[config.mk]
export PLATFORM = sky130hd
export DESIGN_NAME = conv_pass_sequencer
export DESIGN_NICKNAME = d
export VERILOG_FILES = /design/src/rtl/conv_pass_sequencer.sv
export SDC_FILE = /design/constraint.sdc
export NUM_CORES = 1
export LEC_CHECK = 0
export CELL_PAD_IN_SITES_DETAIL_PLACEMENT = 1
export CELL_PAD_IN_SITES_GLOBAL_PLACEMENT = 2
export CORE_MARGIN = 2
export CORE_UTILIZATION = 27
export DETAILED_ROUTE_END_ITERATION = 12
export GPL_ROUTABILITY_DRIVEN = 1
export HOLD_SLACK_MARGIN = 0.02
export PLACE_DENSITY = 0.92
export SYNTH_ARGS = -nofsm -noshare
export SYNTH_HDL_FRONTEND = slang
export SYNTH_SLANG_ARGS = --single-unit
[constraint.sdc]
create_clock -name clk -period 5.1 [get_ports clk]
set_input_delay 1.275 -clock clk [delete_from_list [all_inputs] [get_ports clk]]
set_output_delay 1.275 -clock clk [all_outputs]
set_load 0.03 [all_outputs]
[src/rtl/conv_pass_sequencer.sv]
// conv_pass_sequencer: loads filter and IF words from SRAM into the core FIFOs, starts the core,
// drains results to the result port and pulses done. Defining SEQ_TIMEOUT_EN adds a DRAIN watchdog that drives err.
module conv_pass_sequencer #(
    parameter int ADDR_W = 12,
    parameter int IF_W   = 18,
    parameter int FILT_W = 8,
    parameter int OUT_W  = 17,
    parameter int TMO_W  = 10
) (
    input  logic              clk,
    input  logic              rst,
    input  logic              go,
    input  logic [ADDR_W-1:0] cfg_filt_base,
    input  logic [ADDR_W-1:0] cfg_filt_cnt,
    input  logic [ADDR_W-1:0] cfg_if_base,
    input  logic [ADDR_W-1:0] cfg_if_cnt,
    input  logic [ADDR_W-1:0] cfg_out_cnt,
    output logic              mem_rd_en,
    output logic [ADDR_W-1:0] mem_addr,
    input  logic [IF_W-1:0]   mem_rdata,
    output logic              filt_wen,
    output logic [FILT_W-1:0] filt_din,
    input  logic              filt_full,
    output logic              if_wen,
    output logic [IF_W-1:0]   if_din,
    input  logic              if_full,
    output logic              core_start,
    input  logic              outbuf_empty,
    input  logic [OUT_W-1:0]  outbuf_dout,
    output logic              outbuf_ren,
    output logic              res_valid,
    output logic [OUT_W-1:0]  res_data,
    input  logic              res_ready,
    output logic              busy,
    output logic              done,
    output logic              err
);
    // state    | meaning
    // S_IDLE   | waiting for go; cfg captured on the go cycle
    // S_LOAD_F | fetching filter words into the filter FIFO
    // S_START  | one-cycle core_start pulse
    // S_STREAM | fetching IF words while draining results
    // S_DRAIN  | draining the remaining results
    // S_FIN    | one-cycle done pulse
    typedef enum logic [2:0] {
        S_IDLE, S_LOAD_F, S_START, S_STREAM, S_DRAIN, S_FIN
    } state_t;

    state_t state, state_nxt;

    logic [ADDR_W-1:0] filt_base_q, filt_cnt_q, if_base_q, if_cnt_q, out_cnt_q;
    logic [ADDR_W-1:0] issued, written, rcv;
    logic [ADDR_W-1:0] fetch_base, fetch_cnt;
    logic              pend;
    logic              fetch_phase, drain_phase, fetch_full, fetch_done;
    logic              issue, wr, pop, tmo_hit;

    // One SRAM read in flight at most; the write lands the cycle after the issue.
    always_comb begin
        fetch_phase = (state == S_LOAD_F) || (state == S_STREAM);
        drain_phase = (state == S_STREAM) || (state == S_DRAIN);
        fetch_base  = (state == S_LOAD_F) ? filt_base_q : if_base_q;
        fetch_cnt   = (state == S_LOAD_F) ? filt_cnt_q  : if_cnt_q;
        fetch_full  = (state == S_LOAD_F) ? filt_full   : if_full;
        issue       = fetch_phase && !pend && !fetch_full && (issued < fetch_cnt);
        wr          = fetch_phase && pend;
        fetch_done  = (written == fetch_cnt);
        res_valid   = drain_phase && !outbuf_empty && (rcv < out_cnt_q);
        pop         = res_valid && res_ready;
    end

    always_comb begin
        mem_rd_en  = issue;
        mem_addr   = issue ? (fetch_base + issued) : '0;
        filt_wen   = wr && (state == S_LOAD_F);
        filt_din   = filt_wen ? mem_rdata[FILT_W-1:0] : '0;
        if_wen     = wr && (state == S_STREAM);
        if_din     = if_wen ? mem_rdata : '0;
        res_data   = res_valid ? outbuf_dout : '0;
        outbuf_ren = pop;
        busy       = (state != S_IDLE);
    end

    always_comb begin
        state_nxt  = state;
        core_start = 1'b0;
        done       = 1'b0;
        case (state)
            S_IDLE:   if (go) state_nxt = S_LOAD_F;
            S_LOAD_F: if (fetch_done) state_nxt = S_START;
            S_START: begin
                core_start = 1'b1;
                state_nxt  = S_STREAM;
            end
            S_STREAM: if (fetch_done) state_nxt = S_DRAIN;
            S_DRAIN:  if ((rcv == out_cnt_q) || tmo_hit) state_nxt = S_FIN;
            S_FIN: begin
                done      = 1'b1;
                state_nxt = S_IDLE;
            end
            default:  state_nxt = S_IDLE;
        endcase
    end

    always_ff @(posedge clk) begin
        if (rst) begin
            state       <= S_IDLE;
            filt_base_q <= '0;
            filt_cnt_q  <= '0;
            if_base_q   <= '0;
            if_cnt_q    <= '0;
            out_cnt_q   <= '0;
            issued      <= '0;
            written     <= '0;
            rcv         <= '0;
            pend        <= 1'b0;
        end else begin
            state <= state_nxt;
            pend  <= issue;
            if (state == S_IDLE) begin
                if (go) begin
                    filt_base_q <= cfg_filt_base;
                    filt_cnt_q  <= cfg_filt_cnt;
                    if_base_q   <= cfg_if_base;
                    if_cnt_q    <= cfg_if_cnt;
                    out_cnt_q   <= cfg_out_cnt;
                end
                issued  <= '0;
                written <= '0;
                rcv     <= '0;
            end else if (state == S_START) begin
                // filter and IF fetches share the issue/write counters
                issued  <= '0;
                written <= '0;
            end else begin
                if (issue) issued <= issued + ADDR_W'(1);
                if (wr) written <= written + ADDR_W'(1);
            end
            if (pop) rcv <= rcv + ADDR_W'(1);
        end
    end

`ifdef SEQ_TIMEOUT_EN
    logic [TMO_W-1:0] tmo;
    logic             err_q;

    assign tmo_hit = (state == S_DRAIN) && (&tmo) && !pop && (rcv != out_cnt_q);
    assign err     = err_q;

    always_ff @(posedge clk) begin
        if (rst) begin
            tmo   <= '0;
            err_q <= 1'b0;
        end else begin
            if ((state == S_DRAIN) && !pop) tmo <= tmo + TMO_W'(1);
            else tmo <= '0;
            if ((state == S_IDLE) && go) err_q <= 1'b0;
            else if (tmo_hit) err_q <= 1'b1;
        end
    end
`else
    assign tmo_hit = 1'b0;
    assign err     = 1'b0;
`endif

endmodule
**Yosys cells after proc, flatten, opt, wreduce, memory -nomap -nowiden**

Cells that the tools add are included.

- Add/subtract/negate cells: 4
- Order comparisons: 2
- Equal/unequal tests: 11
- Muxes and demuxes: 16
- Reductions and logical operators: 20

Operator list:

| kind | number |
|---|---|
| two-way mux 12 bit | 5 |
| adder 12 x 1 -> 12 bit (second input constant) | 3 |
| equality test 12 bit | 2 |
| < comparator 12 bit | 2 |
| two-way mux 18 bit | 1 |
| two-way mux 17 bit | 1 |
| case mux 3 bit (5 select lines) | 1 |
| adder 12 bit | 1 |
| two-way mux 3 bit | 4 |
| logical AND 1 bit | 9 |
| two-way mux 8 bit | 1 |
| equality test 3 x 2 -> 1 bit (second input constant) | 2 |
| equality test 3 bit (second input constant) | 2 |
| inequality test 2 bit (second input constant) | 3 |
| AND reduction 4 bit | 1 |
| equality test 3 x 1 -> 1 bit (second input constant) | 1 |
| logical NOT 1 bit | 3 |
| logical NOT 3 bit | 1 |
| two-way mux 1 bit | 3 |
| nonzero test 3 bit | 1 |
| OR reduction 3 bit | 1 |
| logical OR 1 bit | 2 |
| inequality test 2 x 1 -> 1 bit (second input constant) | 1 |
| AND reduction 2 bit | 1 |
| nonzero test 2 bit | 1 |

- Bits in registers: 100
- Output and inout port bits: 64

**Longest topological paths before layout**

Gate-level depths: netlist (run 1).

- Depth in word-level cells: 6
- Mapped depth: 15
- Mapped depth without buffers: 12

**Worst setup path before layout (run 1)**

Ideal clock, no wire load.

- Kind: register to output
- From: register state[2]
- To: output port mem_addr[10]
- Arrival time: 3.544 ns
- Slack: 0.281 ns
- Cell stages (with the launch flop): 16
- Buffers on the path: 3
- Cell sequence: dfxtp_1 nor3b_4 buf_4 buf_6 clkbuf_1 nand2_1 nand2_1 ha_1 inv_1 fa_1 nor2b_1 o21ai_0 a21oi_1 o211ai_1 or3b_2 a31oi_1

- Cells in the longest elaborated chain, start to end: 6

Ends and longest elaborated chain:

| element | RTL line | RTL |
|---|---|---|
| from (decl) | 49 | `state_t state, state_nxt;` |
| from (signal assigned) | 118 | `state <= state_nxt;` |
| branches (longest 5 deep; another with < comparator 12 bit) | n/a |  |
| two-way mux 12 bit (*) | 74 | `mem_addr = issue ? (fetch_base + issued) : '0;` |
| to (decl) | 19 | `output logic [ADDR_W-1:0] mem_addr,` |

Every way passes the cells marked *.

**Worst setup path after layout (run 1)**

- From: register state[2]
- To: output port mem_addr[0]

The elaborated chain is that of the path after synthesis.

==> metrics.md, run 1 <==
| Metric | Value |
|---|---|
| Status | completed |
| Total number of clock tree sinks | 100 |
| Insertion delay to the later sink of the worst-skew pair | 0.36 ns |
| Critical Path RT | 3.83 ns |
| Remaining routing DRC violations | 0 |
| Count of input and output buffers | 164 |
| Worst Hold Margin | 0.457 ns |
| Number of buffers inserted during clock tree synthesis | 9 |
| Compound-gate portion of the synthesized area | 0.166 |
| Maximum count of clock buffers along a single path | 2 |
| Worst setup slack for register-to-register paths | 1.58 ns |
| Tot Pwr | 2.59 mW |
| Overall fraction of global-route tracks in use | 0.169 |
| Total wire length after detailed routing | 19.9 mm |
| Startpoint kind of the worst setup timing path | register |
| Unrepaired setup endpoints after global routing | false |
| Root buffer cell | sky130_fd_sc_hd__clkbuf_16 |
| Synth Warn # | 0 |
| Initial antenna violation count | 0 |
| Number of storage elements in the synthesis netlist | 100 |
| Number of endpoints with negative hold slack in the final report | 0 |
| Largest fanout on the critical path | 21 |
| Max Cap Violations | 0 |
| CP most frequent cell | sky130_fd_sc_hd__buf_4 |
| Primary flip-flop cell chosen by synthesis mapping | sky130_fd_sc_hd__dfxtp_1 |
| Instance count after placement with tap cells included | 1225 |
| Starting Density | 0.277 |
| Antenna fix cells | 0 |
| Synthesized area per cell | 7.48 um2 |
| Final Cycle Share | 0.932 |
| Largest family of logic cells by synthesized area | simple AND/OR/NAND/NOR gates |
| Wire length on met3 | 674 um |
| Count of boundary I/O pins | 166 |
| Number of non-filler instances in the completed layout | 1244 |
| Leakage | 3.34 nW |
| Via density per instance | 4.95 |
| Post-Syn Instances | 812 |
| Row count | 54 |
| Worst clock skew on the final layout | 0.00872 ns |
| Area inside the core boundary | 22000 um2 |
| Number of DRC markers in iteration 0 | 209 |
| Total standard cell area after synthesis | 6080 um2 |
| Max-slew violation count | 0 |
| Maximum operating frequency | 210 MHz |
| Die W | 154 um |
| Proportion of synthesized area in mux cells | 0.0272 |
| Adder-Cell Fraction of Synth Area | 0.0795 |
| Critical Path Slowest Stage Cell | sky130_fd_sc_hd__or3b_4 |
| Distinct cell type count of the synthesized netlist | 63 |
| Final setup violating endpoints | 0 |
| Number of enable flip-flop cells after synthesis | 0 |
| Crit path capture type | primary output |
| Worst path cell trace | or3b_4 -> buf_4 -> nor2_1 -> a21oi_1 -> ha_1 -> nand4_1 -> nor4_1 -> o31ai_2 -> o211ai_4 -> inv_1 -> and2_1 -> buf_4 |
| Max H-tree Level | 3 |
| TritonCTS clock tree | yes |
| Share of synthesized cell area in and, or, nand and nor gates | 0.314 |
| First-pass GRT wire length | 32.6 mm |
| Clock transition at path regs | 0.07 ns |
| Share of cells above drive strength 1 | 0.0861 |
| Power per standard cell area | 315 nW/um2 |
| Count of hold-fix buffers inserted at cts | 0 |
| Per-cell routed wire length | 16.0 um |
| Slowest stage delay, CP | 0.52 ns |
| Nets@finish | 1099 |
| Count of nets left with antenna violations after detail routing | 0 |
| Area overhead of the layout relative to synthesis | 35.5% |
| Number of global-route vias before repair | 6503 |
| WL met1 | 8.61 mm |
| Overflow left after global routing | 0 |
| Maximum resistive drop on vdd | 145 uV |
| Highest routed metal layer | met4 |
| Arrival time of the worst setup path | 3.48 ns |
| Routed via count | 6155 |
| Nets in the synthesized netlist | 952 |
| Pin count of the biggest net entering global routing | 82 |
| Worst Path Buf+Inv | 3 |
| DIE HEIGHT | 154 um |
| DR WL met2 | 10.3 mm |
| Type of the most critical hold path | register to register |
| Post-Route Setup TNS | 0 ns |
| Async set-reset flop share out of synthesis | 0 |
| DP HPWL | 15.2 mm |
| DR pass1 iterations | 4 |
| Part of the Yosys area used for sequential elements | 0.329 |
| Largest delay share family, worst path | simple AND/OR/NAND/NOR gates |
| WS Path Type | register to primary output |
| Synthesized-area fraction occupied by xor and xnor cells | 0.0303 |
| Worst Max-Slew Pin Slew | 1.17 ns |
| Headroom to the max-slew limit | 0.223 |
| Placer congestion estimate | 0.820 |
| Min cycle time layout | 4.75 ns |
| Die Footprint | 23700 um2 |
-- flip-flops by register name, summed over array words and instances, names as in the netlist, 3 cells and up --
signal and flops:
filt_base_q 12, filt_cnt_q 12, if_base_q 12, if_cnt_q 12, issued 12, out_cnt_q 12, rcv 12, state 3
written 12
-- cell usage in the layout (no fill, tap or decap), types with 3 or more instances in the layout --
cell type / n
sky130_fd_sc_hd__a211oi_1: 3
sky130_fd_sc_hd__a211oi_2: 3
sky130_fd_sc_hd__a21o_1: 9
sky130_fd_sc_hd__a21oi_1: 90
sky130_fd_sc_hd__a31oi_1: 3
sky130_fd_sc_hd__and2_1: 29
sky130_fd_sc_hd__and3_1: 25
sky130_fd_sc_hd__and3b_1: 3
sky130_fd_sc_hd__buf_4: 49
sky130_fd_sc_hd__clkbuf_16: 9
sky130_fd_sc_hd__clkdlybuf4s50_1: 132
sky130_fd_sc_hd__dfxtp_1: 99
sky130_fd_sc_hd__ha_1: 37
sky130_fd_sc_hd__inv_1: 31
sky130_fd_sc_hd__mux2i_1: 15
sky130_fd_sc_hd__nand2_1: 188
sky130_fd_sc_hd__nand2b_1: 14
sky130_fd_sc_hd__nand3_1: 16
sky130_fd_sc_hd__nand4_1: 9
sky130_fd_sc_hd__nor2_1: 47
sky130_fd_sc_hd__nor2b_1: 15
sky130_fd_sc_hd__nor3_1: 9
sky130_fd_sc_hd__nor3b_1: 5
sky130_fd_sc_hd__nor4_1: 3
sky130_fd_sc_hd__o211ai_1: 5
sky130_fd_sc_hd__o21ai_0: 16
sky130_fd_sc_hd__o22ai_1: 4
sky130_fd_sc_hd__o311ai_1: 3
sky130_fd_sc_hd__o31ai_1: 9
sky130_fd_sc_hd__or3_1: 9
sky130_fd_sc_hd__or4_1: 10
sky130_fd_sc_hd__xnor2_1: 8
sky130_fd_sc_hd__xor2_1: 13
-- synth_stat cells (4+ instances only) --
library cell,instances,area [um2]
sky130_fd_sc_hd__inv_1,31,116
sky130_fd_sc_hd__o22ai_1,4,25.0
sky130_fd_sc_hd__and3_1,25,156
sky130_fd_sc_hd__nor2b_1,15,93.8
sky130_fd_sc_hd__a21oi_1,90,450
sky130_fd_sc_hd__buf_2,11,55.1
sky130_fd_sc_hd__nor3_1,9,45.0
sky130_fd_sc_hd__o21ai_0,16,80.1
sky130_fd_sc_hd__ha_1,37,463
sky130_fd_sc_hd__clkbuf_1,32,120
sky130_fd_sc_hd__or3_1,9,56.3
sky130_fd_sc_hd__nand2b_1,14,87.6
sky130_fd_sc_hd__and2_1,30,188
sky130_fd_sc_hd__mux2i_1,15,150
sky130_fd_sc_hd__nand2_1,189,709
sky130_fd_sc_hd__nand4_1,9,56.3
sky130_fd_sc_hd__a21o_1,9,67.6
sky130_fd_sc_hd__dfxtp_1,100,2000
sky130_fd_sc_hd__nor3b_1,5,37.5
sky130_fd_sc_hd__nor2_1,47,176
sky130_fd_sc_hd__nand3_1,16,80.1
sky130_fd_sc_hd__o31ai_1,9,67.6
sky130_fd_sc_hd__or4_1,10,75.1
sky130_fd_sc_hd__o211ai_1,5,37.5
sky130_fd_sc_hd__xnor2_1,8,70.1
sky130_fd_sc_hd__xor2_1,13,114
-- area by class of cell --
class	instances	area, um2
Fill cell	2669	13700
Multi-Input combinational cell	635	3770
Sequential cell	100	2000
Timing Repair Buffer	182	1690
Tap cell	280	350
Clock buffer	9	225
Inverter	31	116
Clock inverter	7	70.1
-- path summary, 6_finish.rpt --
check,startpoint,to,cells after the start
worst max register to register,state[2],issued[11],12
worst min register to register,out_cnt_q[5],out_cnt_q[5],2
worst max-delay path,state[2],mem_addr[0],12
worst min-delay path,out_cnt_q[5],out_cnt_q[5],2
-- layer usage --
| metal | GRT usage | vias to the layer above |
|---|---|---|
| met4 | 0.0387 | 0 |
| met1 | 0.198 | 2960 |
| met5 | 0 | - |
| met3 | 0.0355 | 22 |
| met2 | 0.316 | 99 |
| li1 | - | 3074 |
-- timing repair --
| action | in CTS | in global routing |
|---|---|---|
| resized for setup | 1 | 3 |
| pin swaps | 1 | 0 |
| cloned | 0 | 0 |
| setup buffers | 3 | 0 |
| endpoints found under the setup margin | 4 | 6 |
-- worst reg2reg max path: stages (launching register included) --
cell and delay (ns):
sky130_fd_sc_hd__dfxtp_2 0.41, sky130_fd_sc_hd__or3b_4 0.52, sky130_fd_sc_hd__buf_4 0.21, sky130_fd_sc_hd__nor2_1 0.09
sky130_fd_sc_hd__a21oi_1 0.05, sky130_fd_sc_hd__ha_1 0.32, sky130_fd_sc_hd__nand4_1 0.22, sky130_fd_sc_hd__o311ai_1 0.15
sky130_fd_sc_hd__a211oi_2 0.26, sky130_fd_sc_hd__o211ai_4 0.28, sky130_fd_sc_hd__buf_4 0.26, sky130_fd_sc_hd__or4_1 0.51
sky130_fd_sc_hd__a21oi_1 0.16
-- power breakdown --
group	internal [mW]	switching (mW)	total (mW)
sequential	0.861	0.0640	0.925
combinational	0.386	0.591	0.977
clock	0.344	0.347	0.691
total	1.59	1.00	2.59
-- cell families (layout without fill, tap and decap cells) --
logic type,count (synthesis),after routing
AOI/OAI and AO/OA,165,165
xor gates and xnor gates,21,21
adders and majority gates,38,38
buffers and inverters,77,229
DFF,100,100
muxes,16,16
other,1,1
and+or+nand+nor,394,394
-- per-stage QoR --
stage                     utilization  worst slack [ns]  cell area (um2)
final                           0.375             0.347             8230
after global routing            0.375            0.0729             8230
after CTS                       0.374             0.133             8220
after detailed placement        0.360             0.328             7900
after global placement          0.360             0.468             7900
after floorplan                     -             0.281             6080
Note: power is estimated with default switching activity, not from simulation.
==> inputs of run 2 (changes only) <==
GPL_ROUTABILITY_DRIVEN = 0   (was 1)
==> results of run 2 <==
Same layout as run 1: the final DEF is identical, and so are final timing and power.
==> inputs of run 3 (changes only) <==
CTS_CLUSTER_DIAMETER = 30   (was default)
clock period = 4.9 ns   (was 5.1 ns; I/O delays follow)
==> run 3 against run 2 <==
Critical endpoint unchanged. Worst setup slack got worse by 0.14 ns. Sequential power increased by 4.2%. Largest cell class unchanged. Sequential share of layout area about the same. Critical path type unchanged. Hold slack gained 0.00071 ns.
==> metrics.md, run 3 (same netlist as run 1, synthesis figures left out) <==
| Metric | Value |
|---|---|
| Root buffer cell | sky130_fd_sc_hd__clkbuf_16 |
| Min cycle time layout | 4.69 ns |
| Maximum resistive drop on vdd | 165 uV |
| Worst path cell trace | or3b_1 -> buf_4 -> nor2_1 -> a21oi_1 -> ha_1 -> nand4_1 -> o311ai_0 -> a211oi_2 -> o211ai_4 -> inv_1 -> and2_1 -> buf_4 |
| Largest delay share family, worst path | compound AO/OA/AOI/OAI gates |
| Routed via count | 6119 |
| Number of gates on the worst path with buffers counted | 12 |
| Final Cycle Share | 0.957 |
| Overall fraction of global-route tracks in use | 0.165 |
| Headroom to the max-slew limit | 0.283 |
| Worst-case reg-to-reg path depth | 11 |
| Maximum operating frequency | 213 MHz |
| Final setup violating endpoints | 0 |
| Unrepaired setup endpoints after global routing | false |
| Crit path capture type | primary output |
| Critical Path Slowest Stage Cell | sky130_fd_sc_hd__o311ai_0 |
| Starting Density | 0.277 |
| Total number of clock tree sinks | 100 |
| Worst Hold Margin | 0.458 ns |
| Max H-tree Level | 3 |
| Number of endpoints with negative hold slack in the final report | 0 |
| Worst Path Buf+Inv | 3 |
| Nets@finish | 1096 |
| Tot Pwr | 2.70 mW |
| First-pass GRT wire length | 31.7 mm |
| Worst Max-Slew Pin Slew | 1.08 ns |
| Number of buffers inserted during clock tree synthesis | 9 |
| Die Footprint | 23700 um2 |
| Instance count after placement with tap cells included | 1225 |
| Most frequent standard cell in the layout excluding fill and tap cells | sky130_fd_sc_hd__nand2_1 |
| Number of global-route vias before repair | 6240 |
| Critical Path RT | 3.67 ns |
| Postcts setup bufs | 0 |
| Power per standard cell area | 328 nW/um2 |
| Status | completed |
| Pin count of the biggest net entering global routing | 82 |
| CP most frequent cell | sky130_fd_sc_hd__buf_4 |
| DIE HEIGHT | 154 um |
| Number of DRC markers in iteration 0 | 264 |
| Antenna fix cells | 0 |
| DP HPWL | 15.3 mm |
| Count of hold-fix buffers inserted at cts | 0 |
| TritonCTS clock tree | yes |
| Post-Route Setup TNS | 0 ns |
| Leakage | 3.33 nW |
| Highest-count cells in the layout ignoring fill and taps | sky130_fd_sc_hd__nand2_1, sky130_fd_sc_hd__clkdlybuf4s50_1, sky130_fd_sc_hd__dfxtp_1, sky130_fd_sc_hd__a21oi_1, sky130_fd_sc_hd__nor2_1 |
| Remaining routing DRC violations | 0 |
| Area overhead of the layout relative to synthesis | 35.4% |
| Per-cell routed wire length | 16.0 um |
| Worst hold path depth | 2 |
| Max-slew violation count | 0 |
| WS Path Type | register to primary output |
| Total wire length after detailed routing | 19.8 mm |
| Largest fanout on the critical path | 21 |
| Worst clock skew on the final layout | 0.00785 ns |
| Count of input and output buffers | 164 |
| Count of nets left with antenna violations after detail routing | 0 |
| Slowest stage delay, CP | 0.51 ns |
| Placed cell areas | 7910 um2 |
| Max Cap Violations | 0 |
| Clock transition at path regs | 0.08 ns |
| Via density per instance | 4.93 |
| Overflow left after global routing | 0 |
| Insertion delay to the later sink of the worst-skew pair | 0.36 ns |
| Area inside the core boundary | 22000 um2 |
| Row count | 54 |
| Fillers | 2636 |
| Count of boundary I/O pins | 166 |
| Maximum count of clock buffers along a single path | 2 |
| Share of cells above drive strength 1 | 0.0822 |
| DR pass1 iterations | 4 |
| Arrival time of the worst setup path | 3.47 ns |
| Number of non-filler instances in the completed layout | 1241 |
| Startpoint kind of the worst setup timing path | register |
| Area of all placed cells without fillers | 8220 um2 |
| Type of the most critical hold path | register to register |
| Die W | 154 um |
| Initial antenna violation count | 0 |
[run 3: changes by cell type in the layout (fill, tap and decap cells not counted)]
cell,delta
sky130_fd_sc_hd__clkinv_4,-1
sky130_fd_sc_hd__inv_8,+2
sky130_fd_sc_hd__o311ai_0,+1
sky130_fd_sc_hd__or3b_4,-1
sky130_fd_sc_hd__or3b_1,+1
sky130_fd_sc_hd__buf_12,+1
sky130_fd_sc_hd__o311ai_1,-1
sky130_fd_sc_hd__clkinvlp_4,-1
sky130_fd_sc_hd__buf_4,-4
[run 3: through the flow]
stage | setup slack, ns | util
after floorplan | 0.131 | -
after global placement | 0.478 | 0.360
after detailed placement | 0.495 | 0.360
after CTS | 0.0983 | 0.374
after global routing | 0.00605 | 0.375
final | 0.209 | 0.375
[run 3: worst paths after layout]
path                                   start           end  slack [ns]
worst min register to register  out_cnt_q[1]  out_cnt_q[1]        0.46
worst max register to register      state[2]    issued[11]        1.38
worst min-delay path            out_cnt_q[1]  out_cnt_q[1]        0.46
worst max-delay path                state[2]   mem_addr[0]        0.21
[run 3: power by group]
group	total [mW]	internal, mW	switching [mW]
clock network	0.735	0.365	0.370
logic	0.998	0.390	0.608
registers	0.964	0.896	0.0678
[run 3: worst min-delay path: stages, from the launching register on]
cell,delay [ns]
sky130_fd_sc_hd__dfxtp_1,0.31
sky130_fd_sc_hd__nand2_1,0.05
sky130_fd_sc_hd__a21oi_1,0.05
[run 3: cell type report]
class / instances / area, um2 / area share
Multi-Input combinational cell: 635 / 3770 / 0.458
Sequential cell: 100 / 2000 / 0.244
Timing Repair Buffer: 179 / 1680 / 0.205
Tap cell: 280 / 350 / 0.0426
Clock buffer: 9 / 225 / 0.0274
Inverter: 31 / 116 / 0.0141
Clock inverter: 7 / 76.3 / 0.00928
[run 3: routing by layer]
layer,up-vias,part of all wire,track usage
met3,14,0.036,0.0330
met1,2929,0.44,0.201
met2,109,0.51,0.303
li1,3067,-,-
met5,-,0,0
met4,0,0.010,0.0303
[run 3: what timing repair did]
action | CTS | global route
hold endpoints to repair | 0 | 0
gates resized for setup | 0 | 2
endpoints found under the setup margin | 0 | 6
